$ cat src/rtl/alu_sequencer.sv
// alu_sequencer: drives an external combinational ALU for single ops and a shift-and-add multiply; owns PSR {N,Z,C,V}.
// Latency: ALU op response sampled 2 edges after acceptance, multiply word_Size+1 (shorter when MUL_EARLY_EXIT_EN is defined).
// Backpressure: response held in DONE until rsp_ready; req_ready only while IDLE, so requests never overlap.
module alu_sequencer #(
    parameter int word_Size = 32
) (
    input  logic                 clk,
    input  logic                 reset,
    input  logic                 req_valid,
    output logic                 req_ready,
    input  logic [4:0]           req_op,
    input  logic [word_Size-1:0] req_a,
    input  logic [word_Size-1:0] req_b,
    output logic [3:0]           alu_G,
    output logic [word_Size-1:0] alu_A,
    output logic [word_Size-1:0] alu_B,
    input  logic [word_Size-1:0] alu_Result,
    input  logic                 alu_C,
    input  logic                 alu_V,
    input  logic                 alu_PSR_Write,
    output logic                 rsp_valid,
    input  logic                 rsp_ready,
    output logic [word_Size-1:0] rsp_data,
    output logic [3:0]           psr,
    output logic                 busy
);

    localparam int CW = (word_Size > 1) ? $clog2(word_Size) : 1;

    typedef enum logic [1:0] {
        IDLE,
        EXEC,
        MUL,
        DONE
    } state_t;

    state_t               state;
    state_t               state_nxt;
    logic [3:0]           g_q;
    // a_q doubles as the multiplicand and b_q as the multiplier during MUL.
    logic [word_Size-1:0] a_q;
    logic [word_Size-1:0] b_q;
    logic [word_Size-1:0] acc_q;
    logic [CW-1:0]        cnt_q;
    logic                 mul_last;

    always_comb begin
        state_nxt = state;
        alu_G     = 4'b0000;
        alu_A     = '0;
        alu_B     = '0;
        mul_last  = 1'b0;
        case (state)
            IDLE: begin
                if (req_valid) begin
                    state_nxt = req_op[4] ? MUL : EXEC;
                end
            end
            EXEC: begin
                alu_G     = g_q;
                alu_A     = a_q;
                alu_B     = b_q;
                state_nxt = DONE;
            end
            MUL: begin
                alu_A = acc_q;
                if (b_q[0]) begin
                    alu_G = 4'b0010;
                    alu_B = a_q;
                end
`ifdef MUL_EARLY_EXIT_EN
                mul_last = (cnt_q == CW'(word_Size - 1)) || ((b_q >> 1) == '0);
`else
                mul_last = (cnt_q == CW'(word_Size - 1));
`endif
                if (mul_last) begin
                    state_nxt = DONE;
                end
            end
            DONE: begin
                if (rsp_ready) begin
                    state_nxt = IDLE;
                end
            end
            default: state_nxt = IDLE;
        endcase
    end

    assign req_ready = (state == IDLE);
    assign busy      = (state != IDLE);
    assign rsp_valid = (state == DONE);

    always_ff @(posedge clk) begin
        if (reset) begin
            state    <= IDLE;
            g_q      <= '0;
            a_q      <= '0;
            b_q      <= '0;
            acc_q    <= '0;
            cnt_q    <= '0;
            rsp_data <= '0;
            psr      <= '0;
        end else begin
            state <= state_nxt;
            case (state)
                IDLE: begin
                    if (req_valid) begin
                        g_q   <= req_op[3:0];
                        a_q   <= req_a;
                        b_q   <= req_b;
                        acc_q <= '0;
                        cnt_q <= '0;
                    end
                end
                EXEC: begin
                    rsp_data <= alu_Result;
                    if (alu_PSR_Write) begin
                        psr <= {alu_Result[word_Size-1], (alu_Result == '0), alu_C, alu_V};
                    end
                end
                MUL: begin
                    acc_q <= alu_Result;
                    a_q   <= a_q << 1;
                    b_q   <= b_q >> 1;
                    cnt_q <= cnt_q + 1'b1;
                    // Product flags come from the final sum, never from the ALU's own carry/overflow.
                    if (mul_last) begin
                        rsp_data <= alu_Result;
                        psr      <= {alu_Result[word_Size-1], (alu_Result == '0), 2'b00};
                    end
                end
                default: ;
            endcase
        end
    end

endmodule

$ cat config.mk
export PLATFORM = sky130hd
export DESIGN_NAME = alu_sequencer
export DESIGN_NICKNAME = d
export VERILOG_FILES = /design/src/rtl/alu_sequencer.sv
export SDC_FILE = /design/constraint.sdc
export NUM_CORES = 1
export LEC_CHECK = 0
export CAP_MARGIN = 20
export CORE_UTILIZATION = 46
export DETAILED_ROUTE_END_ITERATION = 7
export PLACE_DENSITY_LB_ADDON = 0.1
export SYNTH_ARGS = -nofsm -noshare
export SYNTH_HDL_FRONTEND = slang
export SYNTH_SLANG_ARGS = --single-unit
$ cat constraint.sdc
create_clock -name clk -period 2.3 [get_ports clk]
set_input_delay 0.23 -clock clk [delete_from_list [all_inputs] [get_ports clk]]
set_output_delay 0.23 -clock clk [all_outputs]
set_load 0.01 [all_outputs]
==> flow_summary.toml, run 1 <==
[cells_and_area]
regArea_mm2 = 0.00286
area_growth_pct = 48.4
nets = 1028
post-route-cell-area_mm2 = 0.00950
layout_commonest_cell = "clkdlybuf4s50_1"
multi_input_area_mm2 = 0.00325
most-common-layout-cells = "clkdlybuf4s50_1, dfxtp_1, nor2_1"
diodes = 0
layout-drive-gt1-share_pct = 8.43
fill_cells = 1058

[global_route]
antenna_found_initial = 0
gr-usage-all-layers_pct = 29.3
overflow = 0
grt_pass1_wl_um = 32600
grt_pass1_vias = 5981
grt_max_degree = 100

[cts]
clkSinkCount = 143
clkTransAtPathRegs_ns = 0.06
tritoncts = "done"
numCtsBuffers = 17
htree_levels = 4
root_buffer = "clkbuf_16"
clk_path_buf_depth = 2
clkLatencyLatePin_ns = 0.42
cts_hold_buffers = 0

[placement]
placed_area_mm2 = 0.00871
dp.final_hpwl_um = 14200
port_buffers = 214
globalplace.congestion = 0.856

[worst_setup_path]
cp_max_fo = 11
crit_chain = "buf_4, ha_2, and2_4, bufbuf_16, a22o_1, clkdlybuf4s15_1"
critPathSlowestCell = "dfxtp_2"
slowest_delay_ns = 0.32
critPathLaunchType = "register"
cp.arrival_ns = 2.01
cp.required_ns = 2.07
end_kind = "primary output"
crit_type = "register to primary output"

[yosys]
synth.avg_cell_area_um2 = 8.94
ys_ff_latch = 143
synth_edf_count = 0
synth_flop_cell = "dfxtp_1"
synth_nets = 830
ys_seq_area_share_pct = 44.7
synth_cell_types = 35
syn_area_mm2 = 0.00640
yosysWarnings = 0
async_flop_share_pct = 0
postSynthCellCount = 716

[die]
core_area_mm2 = 0.0134
rows = 42
io_pins = 215
die_width_um = 120
die_area_mm2 = 0.0144
die_h_um = 120
initial_core_util_pct = 47.8

[sta]
slew_headroom_pct = 43.2
whs_ns = 0.221
hold_viol = 0
slew_viol_final = 0
period_needed_ns = 2.24
worst_pin_slew_ns = 0.852
max_freq_mhz = 445
fin_skew_ns = 0.0111
finalSetupViolCount = 0
finalCritPeriodShare_pct = 97.6

[detailed_routing]
post-route-drc-count = 0
wl_per_cell_um = 19.0
dr.pass1.iters = 5
totalWireLength_um = 20900
drtIter0Drc = 588
drt-vias-per-instance = 5.69
dr_total_vias = 6270
ant_nets = 0

[pwr]
power.total_mw = 11.1
p_leak_nw = 3.68
ir_worst_vdd_uv = 597
p_per_area_mw_per_mm2 = 1170

[run]
max_cap_viol_count = 0

[outcome]
status = "complete, no violations"

[worst_hold_path]
hp-class = "primary input to register"
## per-stage QoR
step                utilization [%]  worst slack (ns)  std cells  setup TNS [ns]
floorplan                         -             0.512        716               0
global placement               65.0             0.174       1059               0
detailed placement             65.0             0.130       1059               0
CTS                            70.3           -0.0360       1095          -0.325
global route                   70.9          -0.00935       1101         -0.0164
finish                         70.9            0.0550       1101               0
## sequential cells by signal (all words and copies together) (netlist names)
signal    flops
a_q          32
acc_q        32
b_q          32
rsp_data     32
cnt_q         5
g_q           4
psr           4
state         2
## kinds of logic after synthesis
kind of cell             synth area share (%)
adder cells (fa/ha/maj)                  1.17
AND/OR/NAND/NOR                          14.0
buffers and inverters                    5.35
flip-flops                               44.7
multiplexers                             10.5
AO/OA/AOI/OAI                            24.3
## final cells by class
cell class	instances	share of cell area, %
tap	176	2.32
multi-input combinational	499	34.2
sequential	143	30.1
inverter	6	0.237
timing repair buffer	247	27.1
clock buffer	24	5.18
clock inverter	6	0.869
## where the power goes
part	leakage [nW]	internal, mW	switching [mW]
registers	1.17	3.18	0.716
logic	2.22	2.13	2.45
clock network	0.282	1.69	0.985
total	3.68	7.00	4.15
## cells in the mapped netlist, types with 2 or more instances
master    number  area (um2)
nor2b_1        3        18.8
and2_1         4        25.0
a22o_1        63         552
a211oi_1      62         465
buf_2         34         170
a21oi_1       42         210
nand3_1        6        30.0
clkbuf_1      26        97.6
nor4_1         6        37.5
o21ai_1        2        10.0
inv_1          6        22.5
nand4b_1       2        17.5
buf_1          3        11.3
or4_1          2        15.0
ha_1           6        75.1
nor3_1         3        15.0
nor2_1       105         394
and3_1         5        31.3
a22oi_1       36         270
mux2i_1       66         661
buf_4          4        30.0
o21ai_0        2        10.0
dfxtp_1      143        2860
nand2_1       74         278
## critical path: cells and delay by family (launching register included)
family                   cells  cell delay [ns]
AND/OR/NAND/NOR              1             0.20
adder cells (fa/ha/maj)      1             0.19
buffers and inverters        3             0.66
flip-flops                   1             0.32
AO/OA/AOI/OAI                1             0.24
## layer usage
| layer | wire [um] | vias to the layer above | global-route usage, % |
|---|---|---|---|
| met2 | 9830 | 246 | 46.2 |
| li1 | - | 3007 | - |
| met1 | 9270 | 2996 | 38.6 |
| met4 | 312 | 0 | 9.45 |
| met3 | 1530 | 21 | 7.84 |
| met5 | 0 | - | 0 |
## path summary, 6_finish.rpt
check / slack [ns] / depth (start not counted) / end / from
setup / recovery: 0.06 / 6 / alu_A[21] / state[0]
hold / removal: 0.22 / 5 / psr[2] / reset
setup reg to reg: 0.27 / 7 / psr[3] / cnt_q[0]
hold reg to reg: 0.45 / 2 / g_q[0] / g_q[0]
## timing repair
action / CTS / global route
buffers inserted: 1 / 6
setup endpoints to repair: 65 / 32
resized for setup: 82 / 43
pin swaps: 0 / 1
gates cloned: 5 / 0
(Power assumes the default switching activity.)
==> run 2, diff against run 1 <==
Settings changed: CORE_MARGIN set to 5.
==> run 2 against run 1 <==
Clock-buffer cell count is 5 lower; largest cell class unchanged; design area down 2.0%; die area increased by 14%; worst hold slack improved by 0.0078 ns; maximum frequency grew 0.79%.
==> flow_summary.toml, run 2 (synthesized netlist as in run 1, its figures left out) <==
[sta]
tns_ns = 0
period_needed_ns = 2.23
slew_viol_final = 0
max_freq_mhz = 449
finalSetupViolCount = 0
rsz0062_at_grt = "false"
hold_viol = 0
finalCritPeriodShare_pct = 96.8
whs_ns = 0.229
worst_pin_slew_ns = 0.949
fin_skew_ns = 0.00610
slew_headroom_pct = 36.7
finalWorstSetupSlack_ns = 0.0727

[placement]
pre_cts_ws_ns = 0.0771
globalplace.congestion = 0.837
port_buffers = 214
dp.final_hpwl_um = 14600

[detailed_routing]
dr.pass1.iters = 4
totalWireLength_um = 20700
drt-vias-per-instance = 5.62
wl_per_cell_um = 18.9
dr_total_vias = 6159
drtIter0Drc = 510
ant_nets = 0
post-route-drc-count = 0

[global_route]
gr-usage-all-layers_pct = 25.0
grt_pass1_vias = 6084
antenna_found_initial = 0
overflow = 0
grt_pass1_wl_um = 32500
grt_max_degree = 109

[cells_and_area]
layout_commonest_cell = "clkdlybuf4s50_1"
fill_cells = 1180
finalCoreUtilization_pct = 67.6
diodes = 0
most-common-layout-cells = "clkdlybuf4s50_1, dfxtp_1, nor2_1"
area_growth_pct = 45.4
layout-drive-gt1-share_pct = 7.43
nets = 1016

[die]
core_area_mm2 = 0.0138
die_width_um = 128
rows = 43
io_pins = 215
initial_core_util_pct = 46.5
die_h_um = 128
die_area_mm2 = 0.0164

[run]
max_cap_viol_count = 0

[worst_setup_path]
slowest_delay_ns = 0.34
reg2reg_slack_ns = 0.29
worstRegToRegCells = 7
critPathSlowestCell = "dfxtp_2"
crit_chain = "inv_2, ha_4, and3_4, bufbuf_16, a22o_1, clkdlybuf4s15_1"
end_kind = "primary output"
critPathLaunchType = "register"
cp.required_ns = 2.07
crit_type = "register to primary output"
cp_max_fo = 16
worstReg2RegEnd = "psr[3]"
cp.arrival_ns = 2.00
critPathTopFamily = "buffers and inverters"
reg2reg_from = "cnt_q[0]"
path_buf_inv = 3

[cts]
clk_path_buf_depth = 2
root_buffer = "clkbuf_16"
clkTransAtPathRegs_ns = 0.06
numCtsBuffers = 17
htree_levels = 4
clkSinkCount = 143
tritoncts = "done"
clkLatencyLatePin_ns = 0.41

[worst_hold_path]
min_path_cells = 5
hp-class = "primary input to register"
hp-start = "reset"
whs_endpoint = "psr[2]"

[pwr]
clkPwrFrac_pct = 25.7
p_comb_share_pct = 38.8
p_leak_nw = 3.65
pwr-share-seq_pct = 35.4
p_sw_mw = 4.14
ir_worst_vdd_uv = 818
p_per_area_mw_per_mm2 = 1170
internal_power_mw = 6.79
power.total_mw = 10.9
sw_frac_of_total_pct = 37.9

[outcome]
status = "complete, no violations"
-- run 2: cell count changes in the layout (fill, tap and decap cells not counted), sizes merged, moves of 4 or more --
cell / before / now
dlygate4sd2: 19 / 39
clkdlybuf4s15: 41 / 22
buf: 29 / 21
clkbuf: 28 / 22
bufbuf: 5 / 1
clkinv: 3 / 7
-- run 2: cell type report --
| cell class | instances | area, um2 | area share [%] |
|---|---|---|---|
| multi-input combinational | 499 | 3240 | 34.8 |
| sequential | 143 | 2860 | 30.8 |
| inverter | 6 | 22.5 | 0.242 |
| clock inverter | 13 | 164 | 1.76 |
| clock buffer | 19 | 443 | 4.76 |
| tap | 180 | 225 | 2.42 |
| timing repair buffer | 235 | 2350 | 25.2 |
-- run 2: metal layers --
metal	track usage, %	routed length [um]	vias to the layer above
li1	-	-	2980
met1	34.1	9290	2915
met2	37.7	9290	230
met3	7.38	1630	34
met4	8.99	532	0
met5	0	0	-
-- run 2: stage by stage --
step	area (um2)	cells
5_1_grt	9310	1095
3_5_place_dp	8670	1060
2_1_floorplan	6400	716
4_1_cts	9300	1095
6_report	9310	1095
3_3_place_gp	8670	1060
-- run 2: power groups by stage --
stage	sequential [mW]	combinational [mW]	clock, mW
floorplan	3.66	2.86	0
global placement	3.87	4.02	0
detailed placement	3.90	4.16	0
CTS	3.85	4.23	2.85
global route	3.96	4.66	2.96
finish	3.87	4.25	2.81
-- run 2: timing repair --
item / 4_1_cts / 5_1_grt
resized for setup: 80 / 23
setup endpoints to repair: 68 / 27
hold buffers: 0 / 0
buffers inserted: 1 / 0
cloned: 2 / 0
-- run 2: how the worst max path moves through the flow --
stage,startpoint,endpoint,slack (ns),cells past startpoint
floorplan,state[0],alu_B[10],0.51,6
global placement,state[0],alu_A[21],0.14,6
detailed placement,state[0],alu_A[25],0.08,6
CTS,state[1],alu_B[31],0.01,6
global route,state[1],alu_B[27],0.0006,6
finish,state[0],alu_B[31],0.07,6
-- run 2: worst min-delay path, stage by stage --
cell and delay [ns]:
buf_4 0.09, nor4_1 0.05, nand4_1 0.06, or4_1 0.11
o31ai_2 0.05
==> run 3, diff against run 2 <==
--- a/config.mk
+++ b/config.mk
@@ -12,2 +12,3 @@
 export PLACE_DENSITY_LB_ADDON = 0.1
+export SLEW_MARGIN = 15
 export SYNTH_ARGS = -nofsm -noshare
--- a/constraint.sdc
+++ b/constraint.sdc
@@ -3,2 +3,2 @@
 set_output_delay 0.23 -clock clk [all_outputs]
-set_load 0.01 [all_outputs]
+set_load 0.05 [all_outputs]
==> run 3 against run 2 <==
Via count increased by 1.8%; clock-buffer cell count increased by 4; setup slack improved by 0.0038 ns; combinational power grew 28%; sequential power is essentially flat; die area unchanged; routed wire length up 3.3%; total power grew 12%; maximum frequency up 0.17%; final cell count increased by 0.27%; design area is 8.3% higher; utilization up 5.6 points; largest power group unchanged.
==> flow_summary.toml, run 3 (synthesized netlist as in run 1, its figures left out) <==
[cts]
clkLatencyLatePin_ns = 0.42
cts_hold_buffers = 0
clkTransAtPathRegs_ns = 0.06
tritoncts = "done"
numCtsBuffers = 17
clk_path_buf_depth = 2
htree_levels = 4
root_buffer = "clkbuf_16"
clkSinkCount = 143

[worst_setup_path]
slowest_delay_ns = 0.37
end_kind = "primary output"
crit_chain = "inv_2, ha_4, and3_1, buf_12, a22o_1, buf_12"
cp.required_ns = 2.07
critPathLaunchType = "register"
cp_max_fo = 32
crit_type = "register to primary output"
crit_top_cell = "buf_12"
cp.arrival_ns = 1.99
critPathSlowestCell = "dfxtp_4"

[cells_and_area]
layout_commonest_cell = "clkdlybuf4s50_1"
layout-drive-gt1-share_pct = 15.4
finalCoreUtilization_pct = 73.2
nets = 1019
stdcell_count = 1098
area_growth_pct = 57.5
post-route-cell-area_mm2 = 0.0101
diodes = 0
fill_cells = 998
most-common-layout-cells = "clkdlybuf4s50_1, dfxtp_1, nor2_1"

[pwr]
power.total_mw = 12.3
ir_worst_vdd_uv = 610
p_per_area_mw_per_mm2 = 1220
p_leak_nw = 3.78

[detailed_routing]
met1Wirelength_um = 9330
wl_per_cell_um = 19.5
ant_nets = 0
top_layer = "met4"
dr.pass1.iters = 5
drt-vias-per-instance = 5.71
post-route-drc-count = 0
routed-wl-met3_um = 1750
wl_met2_um = 9860
totalWireLength_um = 21400
drtIter0Drc = 515
dr_total_vias = 6272

[die]
io_pins = 215
core_area_mm2 = 0.0138
die_width_um = 128
initial_core_util_pct = 46.5
rows = 43
die_h_um = 128
die_area_mm2 = 0.0164

[global_route]
grt_pass1_vias = 6027
overflow = 0
grt_pass1_wl_um = 33400
antenna_found_initial = 0
gr-usage-all-layers_pct = 25.7
grt_max_degree = 85

[sta]
finalWorstSetupSlack_ns = 0.0765
finalSetupViolCount = 0
tns_ns = 0
slew_viol_final = 0
period_needed_ns = 2.22
hold_viol = 0
fin_skew_ns = 0.00881
max_freq_mhz = 450
worst_pin_slew_ns = 0.998
slew_headroom_pct = 33.5
rsz0062_at_grt = "false"
whs_ns = 0.260
finalCritPeriodShare_pct = 96.7

[placement]
dp.final_hpwl_um = 15500
port_buffers = 214
place_inst = 1059
placed_area_mm2 = 0.00932
pre_cts_ws_ns = 0.195
globalplace.congestion = 0.832

[outcome]
status = "complete, no violations"

[worst_hold_path]
hp-class = "primary input to register"

[run]
max_cap_viol_count = 0
run 3: changes by cell type in the layout (fill, tap and decap cells not counted), sizes merged, moves of 5 or more:
cell	previous run	this run
buf	21	95
dlygate4sd2	39	0
clkdlybuf4s15	22	0
clkinv	7	2
clkdlybuf4s50	148	143
run 3: routing by layer:
layer | track usage [%] | vias to the layer above
li1 | - | 2983
met1 | 35.0 | 2997
met2 | 39.4 | 256
met3 | 7.08 | 36
met4 | 8.55 | 0
met5 | 0 | -
run 3: final timing paths:
check | from | endpoint | slack [ns] | cells past startpoint
max | state[0] | alu_B[6] | 0.08 | 6
min | reset | psr[2] | 0.26 | 5
max reg2reg | state[0] | acc_q[21] | 0.19 | 7
min reg2reg | rsp_data[21] | rsp_data[21] | 0.45 | 2
run 3: worst max-delay path: cells and delay by family (launching register included):
kind | cells | cell delay, ns
buf+inv | 3 | 0.43
fa+ha+maj | 1 | 0.31
compound gates | 1 | 0.24
simple gates | 1 | 0.21
flops | 1 | 0.37
run 3: area by class of cell:
class / instances / area, um2 / share of cell area, %
clock buffer: 23 / 478 / 4.74
inverter: 6 / 22.5 / 0.223
multi-input combinational: 499 / 3280 / 32.5
tap: 180 / 225 / 2.23
sequential: 143 / 2870 / 28.5
clock inverter: 9 / 156 / 1.55
timing repair buffer: 238 / 3060 / 30.3
run 3: timing repair:
item                       4_1_cts  5_1_grt
setup endpoints to repair       64       47
gates cloned                     1        0
resized for setup                8        8
setup buffers                    0        6
pin swaps                        6        2
run 3: power by group:
part           switching, mW  internal, mW
Sequential             0.719          3.18
Combinational           3.20          2.23
Clock                   1.02          1.90
==> RTL change (flow settings as in run 2) <==
The option `MUL_EARLY_EXIT_EN` is turned on by a define.
--- a/src/rtl/alu_sequencer.sv
+++ b/src/rtl/alu_sequencer.sv
@@ -1,6 +1,8 @@
 // alu_sequencer: drives an external combinational ALU for single ops and a shift-and-add multiply; owns PSR {N,Z,C,V}.
 // Latency: ALU op response sampled 2 edges after acceptance, multiply word_Size+1 (shorter when MUL_EARLY_EXIT_EN is defined).
 // Backpressure: response held in DONE until rsp_ready; req_ready only while IDLE, so requests never overlap.
+`define MUL_EARLY_EXIT_EN
+
 module alu_sequencer #(
     parameter int word_Size = 32
 ) (
Check against the original RTL: not equivalent (a bounded check fails within 4 cycles, from zero or initial values and one cycle with reset high).
==> RTL change against run 2 <==
  * Via count up 6.4%
  * Cell area grew 2.7%
  * Combinational power is 24% higher
  * Area after synthesis rose by 3.3%
  * Worst setup slack lost 0.021 ns
  * Routed wire length up 4.4%
  * Maximum frequency is 0.93% lower
  * Power up 11%
  * Critical path depth stayed put
  * Cell count is 1.8% higher
  * Clock skew is 0.0016 ns higher
  * Sequential cell count did not move
==> RTL change: results (changes against run 2) <==
Route
  – Wire length per cell: 19.4 um (+2.5%)
  – Wl on met1: 9.72 mm (+4.6%)
  – Routed wl met3: 1.63 mm (+0.18%)
  – First-pass iteration count of the detailed router: 5 (+1)

Worst setup path
  – Slowest cell on the critical path: dfxtp_4
  – Worst r2r dst: state[0]
  – FF-to-FF path depth: 8 (+1)
  – R2r setup slk: 0.22 ns (-0.07 ns)
  – Arr. time, crit path: 2.02 ns (+0.02 ns)

Final layout
  – Logic inverters: 7 (+1)
  – Share of cells above drive strength 1: 8.88% (+1.4 points)
  – Sequential cell area share: 30.0% (-0.77 points)
  – Multi-In Gates: 510 (+2.2%)
  – Final Instance Area: 0.00957 mm2 (+2.7%)
  – Fillers: 1151 (-2.5%)
  – ClkCell Share: 5.95% (-0.56 points)
  – Final non-clock buffer share: 25.1% (-0.17 points)

Synthesis
  – Mux cell area share after synthesis: 9.69% (-0.80 points)
  – Adder-cell share of the synthesized area: 1.14% (-0.037 points)
  – Number of distinct library cells after synthesis: 30 (-14%)
  – Compound-cell area share of the yosys netlist: 26.8% (+2.5 points)
  – Most frequent cells after synthesis: dfxtp_1, nor2_1, mux2i_1
  – Syn_nets: 849 (+2.3%)
  – Syn avg cell area: 9.00 um2 (+0.59%)

Min path
  – Worst hold stages: 2 (-3)
  – Hold path endpoint: acc_q[24]

Die
  – Core area: 0.0140 mm2 (+1.6%)

Place
  – Placed instance area: 0.00901 mm2 (+3.9%)
  – Hpwl dp: 15.9 mm (+8.8%)
  – Pre-CTS setup slack: 0.0777 ns (+0.000540 ns)

Power
  – Max IR drop VDD: 0.820 mV (+0.22%)
  – Internal cell power: 7.30 mW (+7.6%)
  – P_leak: 3.68 nW (+0.72%)

Global route
  – Met3 global-route usage: 5.53% (-1.8 points)
  – Total track usage: 25.1% (+0.047 points)
  – Met2 usage in global routing: 37.7% (about the same)
  – Largest net degree at the start of global routing: 65 (-40%)
  – Vias in the first global route: 6220 (+2.2%)

Run status
  – Status: completed
-- RTL change: power groups by stage --
| stage | clock network, mW | registers (mW) | logic [mW] |
|---|---|---|---|
| finish | 2.61 | 4.24 | 5.28 |
| detailed placement | 0 | 4.27 | 5.25 |
| global route | 2.75 | 4.36 | 5.78 |
| floorplan | 0 | 4.00 | 3.32 |
| CTS | 2.63 | 4.23 | 5.26 |
| global placement | 0 | 4.26 | 5.10 |
-- RTL change: worst max path at each step --
stage	startpoint	to	slack (ns)	cells after the start
5_1_grt	state[1]	alu_B[13]	0.0001	6
3_3_place_gp	state[1]	alu_A[3]	0.12	6
3_5_place_dp	state[1]	alu_A[18]	0.08	6
2_1_floorplan	state[0]	alu_A[0]	0.42	6
6_report	state[1]	alu_B[16]	0.05	6
4_1_cts	state[1]	alu_B[31]	-0.001	6
-- RTL change: what timing repair did --
action                     CTS  global route
pin swaps                    0             0
setup endpoints to repair   67            17
hold buffers                 0             0
gates resized for setup     75            24
setup buffers                1             0
cloned                       1             0
